===== src/rtl/rr_resource_arbiter.sv =====
// Round-robin arbiter granting one shared port to one of N_REQ requesters per transaction,
// with release on last/request-drop and an optional watchdog that revokes overlong grants.
module rr_resource_arbiter #(
  parameter int N_REQ          = 4,
  parameter int TIMEOUT_CYCLES = 255,
  parameter int ID_W           = $clog2(N_REQ)
) (
  input  logic             clk,
  input  logic             rst,
  input  logic [N_REQ-1:0] req_i,
  input  logic [N_REQ-1:0] last_i,
  output logic [N_REQ-1:0] gnt_o,
  output logic [ID_W-1:0]  gnt_id_o,
  output logic             busy_o,
  output logic             timeout_o,
  output logic [ID_W-1:0]  timeout_id_o
);

  localparam int CNT_W = (TIMEOUT_CYCLES > 1) ? $clog2(TIMEOUT_CYCLES) : 1;
  localparam logic [CNT_W-1:0] CNT_LAST = CNT_W'((TIMEOUT_CYCLES > 0) ? TIMEOUT_CYCLES - 1 : 0);
  localparam logic [ID_W-1:0]  LAST_ID  = ID_W'(N_REQ - 1);
  localparam logic             WD_EN    = (TIMEOUT_CYCLES > 0);

  typedef enum logic {IDLE, GRANT} state_t;

  state_t             state, state_n;
  logic [ID_W-1:0]    ptr, ptr_n;
  logic [CNT_W-1:0]   cnt, cnt_n;
  logic [N_REQ-1:0]   gnt_n;
  logic [ID_W-1:0]    gnt_id_n;
  logic               busy_n;
  logic               timeout_n;
  logic [ID_W-1:0]    timeout_id_n;

  logic               found;
  logic [ID_W-1:0]    win;
  logic [ID_W:0]      cand;
  logic               rel;
  logic               wd_fire;

  // Rotating search: first active request at or after ptr, wrapping modulo N_REQ.
  always_comb begin
    found = 1'b0;
    win   = '0;
    cand  = '0;
    for (int i = 0; i < N_REQ; i++) begin
      cand = {1'b0, ptr} + (ID_W+1)'(i);
      if (cand >= (ID_W+1)'(N_REQ)) cand = cand - (ID_W+1)'(N_REQ);
      if (!found && req_i[cand[ID_W-1:0]]) begin
        found = 1'b1;
        win   = cand[ID_W-1:0];
      end
    end
  end

  // Only the owner's last/req bits matter; a release in the final cycle beats the watchdog.
  assign rel     = last_i[gnt_id_o] | ~req_i[gnt_id_o];
  assign wd_fire = WD_EN && (cnt == CNT_LAST) && !rel;

  always_comb begin
    state_n      = state;
    ptr_n        = ptr;
    cnt_n        = cnt;
    gnt_n        = gnt_o;
    gnt_id_n     = gnt_id_o;
    busy_n       = busy_o;
    timeout_n    = 1'b0;
    timeout_id_n = timeout_id_o;
    case (state)
      IDLE: begin
        gnt_n  = '0;
        busy_n = 1'b0;
        if (found) begin
          state_n  = GRANT;
          gnt_n    = N_REQ'(1) << win;
          gnt_id_n = win;
          busy_n   = 1'b1;
          cnt_n    = '0;
          ptr_n    = (win == LAST_ID) ? '0 : win + 1'b1;
        end
      end
      GRANT: begin
        if (rel || wd_fire) begin
          state_n   = IDLE;
          gnt_n     = '0;
          busy_n    = 1'b0;
          timeout_n = wd_fire;
          if (wd_fire) timeout_id_n = gnt_id_o;
        end else if (WD_EN) begin
          cnt_n = cnt + 1'b1;
        end
      end
    endcase
  end

  always_ff @(posedge clk or posedge rst) begin
    if (rst) begin
      state        <= IDLE;
      ptr          <= '0;
      cnt          <= '0;
      gnt_o        <= '0;
      gnt_id_o     <= '0;
      busy_o       <= 1'b0;
      timeout_o    <= 1'b0;
      timeout_id_o <= '0;
    end else begin
      state        <= state_n;
      ptr          <= ptr_n;
      cnt          <= cnt_n;
      gnt_o        <= gnt_n;
      gnt_id_o     <= gnt_id_n;
      busy_o       <= busy_n;
      timeout_o    <= timeout_n;
      timeout_id_o <= timeout_id_n;
    end
  end

endmodule


===== config.mk =====
export PLATFORM = sky130hd
export DESIGN_NAME = rr_resource_arbiter
export DESIGN_NICKNAME = d
export VERILOG_FILES = /design/src/rtl/rr_resource_arbiter.sv
export SDC_FILE = /design/constraint.sdc
export NUM_CORES = 1
export LEC_CHECK = 0
export ABC_CLOCK_PERIOD_IN_PS = 3300
export CORE_MARGIN = 4
export CORE_UTILIZATION = 30
export CTS_BUF_LIST = sky130_fd_sc_hd__clkbuf_4
export CTS_CLUSTER_DIAMETER = 120
export CTS_CLUSTER_SIZE = 40
export DETAILED_ROUTE_END_ITERATION = 10
export GPL_TIMING_DRIVEN = 0
export REMOVE_ABC_BUFFERS = 1
export SYNTH_ARGS = -nofsm -noshare
export SYNTH_HDL_FRONTEND = slang
export SYNTH_SLANG_ARGS = --single-unit

===== constraint.sdc =====
create_clock -name clk -period 3.3 [get_ports clk]
set_clock_uncertainty 0.2 [all_clocks]
set_input_delay 0.66 -clock clk [delete_from_list [all_inputs] [get_ports clk]]
set_output_delay 0.66 -clock clk [all_outputs]
set_load 0.02 [all_outputs]

* After elaboration in Yosys (flattened, before gate mapping)
Index checks and enable logic that the tools add are counted.
Storage, ports and cells: register bits after elaboration 21, latch bits 0, RAM bits 0, memory bits (read-only) 0, bits of input ports 10, output and inout bits 10, word-level logic and storage cells 85, memories kept 0
Cells by class: $add $sub $neg 9, multiply operators 0, divide/modulo/power cells 0, $lt $le $gt $ge 9, equality and inequality tests 5, shifts and indexed selects 1, multiplexer cells 38, bitwise logic cells 3, reductions and logical operators 12
Operators with widths (number):
- 2-bit two-way mux | 9
- 8-bit two-way mux | 2
- 8-bit case mux with 2 select lines | 1
- 2-bit by 3-bit < comparator with 1-bit output (second input constant) | 5
- 1-bit two-way mux | 15
- 1-bit binary-select mux with 2-bit select | 6
- 3-bit >= comparator (second input constant) | 3
- 8-bit by 1-bit adder with 8-bit output (second input constant) | 1
- 8-bit equality test (second input constant) | 1
- 4-bit two-way mux | 2
- 4-bit case mux with 2 select lines | 1
- 2-bit by 1-bit subtractor with 2-bit output (second input constant) | 4
- 2-bit by 2-bit adder with 3-bit output (second input constant) | 2
- 1-bit logical AND | 4
- 1-bit logical NOT | 4
- 2-bit != test (second input constant) | 2
- 1-bit case mux with 2 select lines | 2
- 2-bit AND reduction | 2
- 1-bit by 2-bit left shift with 4-bit output (first input constant) | 1
- 2-bit by 1-bit adder with 3-bit output (second input constant) | 1
- 2-bit by 3-bit >= comparator with 1-bit output (second input constant) | 1
- 3-bit AND reduction | 1
- 2-bit by 1-bit adder with 2-bit output (second input constant) | 1
- 2-bit equality test (second input constant) | 1
- 4 further kinds | 5

* Longest topological paths before layout
word-level depth 17, gate-level depth with buffers 7, depth with buffers taken out 7

* Least setup slack after synthesis
Ideal clock, no wire load.
kind input port to flip-flop, start point input req_i[2], end point register gnt_o[0], library setup time 121 ps, data arrival time 1802 ps, required time 2979 ps, path slack 1177 ps, cell stages on the path 7, buffers on the path 0, cells stage by stage or2b_1 > a21oi_1 > a311oi_1 > nor2b_1 > inv_1 > ha_1 > a22o_1
On the way: word-level cells in the longest chain between the ends 15, elaborated cells between the ends (all ways) 33, those cells by class 1 x eq/ne; 1 x shift; 20 x mux; 2 x bitwise; 9 x reduce/logical
Ends and longest elaborated chain:
- start: declaration | line 10 | input logic [N_REQ-1:0] req_i,
- 1-bit binary-select mux with 2-bit select | line 49 | if (!found && req_i[cand[ID_W-1:0]]) begin
- 1-bit two-way mux (not written as such) | line 49
- 1-bit two-way mux | line 49
- 1-bit logical NOT | line 49
- 1-bit logical AND | line 49
- 1-bit two-way mux | line 49
- 1-bit logical NOT | line 49
- 1-bit logical AND | line 49
- 1-bit two-way mux | line 49
- 1-bit logical NOT | line 49
- 1-bit logical AND | line 49
- 2-bit two-way mux * | line 49
- named net win[0] | line 36 | logic [ID_W-1:0] win;
- 1-bit by 2-bit left shift with 4-bit output * | line 75 | gnt_n = N_REQ'(1) << win;
- 4-bit two-way mux * | line 73 | if (found) begin
- 4-bit case mux with 2 select lines * | line 69 | case (state)
- end signal: assignment | line 110 | gnt_o <= gnt_n;
- end: declaration | line 12 | output logic [N_REQ-1:0] gnt_o,
Mark *: on every way through the listed nets, which the timed path passes. The rest lies on a longest branch. The select of a mux whose other input is x is not followed. A chain may end at the register's enable or synchronous reset.

* Worst setup path after layout
start point input req_i[3], end point register gnt_o[0]
Same word-level chain as after synthesis.

==> qor.txt <==
share of post-route cells with drive strength above 1 - 9.16%
Adder-Cell Fraction of Synth Area - 6.80%
Die Y - 68.7 µm
final hold viol count - 0
area of the core - 3440 µm²
Leak Pwr - 0.640 nW
CP max FO - 5
CTS tree - yes
r2r startpoint - ptr[1]$_DFFE_PP0P_
post-synth top area cell - dfrtp_1
DRC violations left - 0
max_slew headroom - 47.5%
Worst VDD drop - 0.296 mV
die area - 4720 µm²
NetSw - 393 µW
CP Launch Type - primary input
# rows - 21
Synth Area in Compound Gates - 11.2%
CP required - 3.31 ns
clk sinks - 21
crit path from - req_i[3]
Clock transition at path regs - 0.12 ns
largest family of logic cells by synthesized area - simple AND/OR/NAND/NOR gates
DRT iter0 DRCs - 19
Synth area leaders - dfrtp_1 48%, ha_1 6.8%, nand2_1 6.5%, mux2i_1 4.5%, a22o_1 3.2%
nets@finish - 148
Post-synth EDFFs - 0
final WL - 2.17 mm
setup TNS - 0 ns
FMAX - 0.383 GHz
Seq pwr share - 40.7%
Initial Util - 32.1%
worst min-delay path class - flop to flop
Crit Path Category - primary input to flop
Synth Area in Simple Gates - 23.8%
via/cell ratio - 4.80
antenna fix cells - 0
post-synthesis sequential area ratio - 47.6%
Least-Margin Pin Slew - 0.787 ns
Final min period - 2.61 ns
GPL Wtd Cong - 0.708
syn avg cell area - 10.1 µm²
First-pass DRT Iterations - 4
Die W - 68.7 µm
H-tree levels - 1
maxcap violations - 0
mapped cell area - 1100 µm²
unrepaired setup endpoints after global routing - false
Clk pwr share - 12.9%
max-slew violations - 0
Post-CTS Setup Bufs - 0
area delta synth->final - 24.5%
GRT Overall Usage - 10.3%
distinct cell type count after synthesis - 32
worst skew pair latency - 0.30 ns
synth warn - 0
port buffer count - 19
mux cell area share after synthesis - 6.57%
top-area cell type share of the netlist area - 47.6%
CTS Buffer Depth - 2
largest net degree at the start of global routing - 22
Power Dens Cells - 701 nW/µm²
Post-Syn Instances - 109
number of global-route vias before repair - 831
Comb power frac - 46.4%
Yosys reg bits - 21
Crit. End Element - flop
Critical Path AT - 2.62 ns
DR vias - 850
XOR/XNOR Fraction of Synth Area - 1.59%
Inserted Clock Buffers - 3
Async S/R FF share, synth - 100%
Hold Crit Start - cnt[5]$_DFFE_PP0P_
Synth Flop Type - dfrtp_1
post-CTS sizing - 0
Power Internal - 571 µW
Wirelength per Cell - 12.3 µm
most used standard cell by instance count after synthesis - dfrtp_1
antenna violations before repair - 0
hold_buf cts - 0
Final ANT Viol Nets - 0
Sw Ratio - 40.8%
I/O pin count - 20
Remaining Overflow, GRT - 0
number of setup violations in the final report - 0
Root Buffer - clkbuf_4
status - finished clean
final worst-path cycle share - 79.0%
Post-synth top cells - 21 x dfrtp_1, 19 x nand2_1, 7 x nor2_1
Final Total Pwr - 964 µW
first-pass GRT wire length - 3.66 mm
-- layout make-up --
| type | instances | area [µm²] |
|---|---|---|
| clock buffer | 3 | 22.5 |
| clock inverter | 1 | 5.00 |
| fill | 349 | 2070 |
| inverter | 6 | 22.5 |
| multi-input combinational | 81 | 552 |
| sequential | 21 | 526 |
| tap | 46 | 57.6 |
| timing repair buffer | 19 | 190 |
-- power groups by stage --
stage / logic (mW) / registers [mW] / clock network (mW)
floorplan: 0.252 / 0.435 / 0
global placement: 0.446 / 0.397 / 0
detailed placement: 0.452 / 0.399 / 0
CTS: 0.457 / 0.394 / 0.129
global route: 0.500 / 0.409 / 0.140
finish: 0.447 / 0.392 / 0.124
-- final timing paths --
check / slack (ns) / endpoint / cells after the start
max in group asynchronous: 1.82 / cnt[3]$_DFFE_PP0P_ / 2
max: 0.69 / gnt_o[0]$_DFFE_PP0P_ / 8
min: 0.31 / cnt[5]$_DFFE_PP0P_ / 1
min reg2reg: 0.31 / cnt[5]$_DFFE_PP0P_ / 1
min in group asynchronous: 0.59 / cnt[7]$_DFFE_PP0P_ / 2
max reg2reg: 1.14 / gnt_o[0]$_DFFE_PP0P_ / 6
-- cells in the final DEF (no fill, tap or decap), types with 2 or more instances in the layout --
| cell type | netlist | layout |
|---|---|---|
| mux2i_1 | 5 | 5 |
| nand2b_1 | 4 | 4 |
| nand4_1 | 3 | 3 |
| nand3_1 | 3 | 3 |
| xnor2_1 | 2 | 2 |
| inv_1 | 5 | 5 |
| clkdlybuf4s50_1 | 0 | 19 |
| mux2_2 | 2 | 2 |
| ha_1 | 6 | 6 |
| or2_2 | 2 | 2 |
| and3_1 | 2 | 2 |
| dfrtp_1 | 21 | 21 |
| nand2_1 | 19 | 19 |
| o21ai_0 | 4 | 4 |
| nor2_1 | 7 | 7 |
| nor2b_1 | 3 | 3 |
| a22o_1 | 4 | 4 |
| clkbuf_4 | 0 | 3 |
| nor3_1 | 2 | 2 |
-- critical path, cell delays in order --
cell	delay, ns
clkdlybuf4s50_1	0.55
nand2b_1	0.15
a21oi_1	0.06
a311oi_1	0.39
nor2b_1	0.31
inv_1	0.10
ha_1	0.18
a22o_1	0.20
-- layer usage --
metal,up-vias,part of all wire [%],track usage [%]
met1,403,46,13.1
met5,-,0,0
met4,0,0,4.47
met2,24,47,16.7
met3,0,6.9,2.43
li1,423,-,-
-- registers in the layout (all words and copies together), names as in the netlist --
signal,count
busy_o,1
ptr,2
gnt_id_o,2
state,1
timeout_id_o,2
gnt_o,4
cnt,8
timeout_o,1
-- cells by family (layout without fill, tap and decap cells) --
group,Yosys count,after routing
mux,7,7
simple gates,51,51
buf+inv,7,29
compound gates,15,15
flops,21,21
fa+ha+maj,6,6
xor+xnor,2,2
-- per-stage QoR --
| step | worst slack [ns] | cells | area, µm² | util [%] | hold WS (ns) |
|---|---|---|---|---|---|
| 6_report | 0.692 | 177 | 1380 | 39.9 | 0.312 |
| 5_1_grt | 0.478 | 177 | 1380 | 39.9 | 0.352 |
| 4_1_cts | 0.702 | 177 | 1380 | 39.9 | 0.312 |
| 3_5_place_dp | 0.387 | 173 | 1350 | 39.1 | 0.281 |
| 3_3_place_gp | 0.426 | 173 | 1350 | 39.1 | 0.281 |
| 2_1_floorplan | 1.18 | 108 | 1100 | - | 0.260 |
Power figures use the tool's default switching activity.
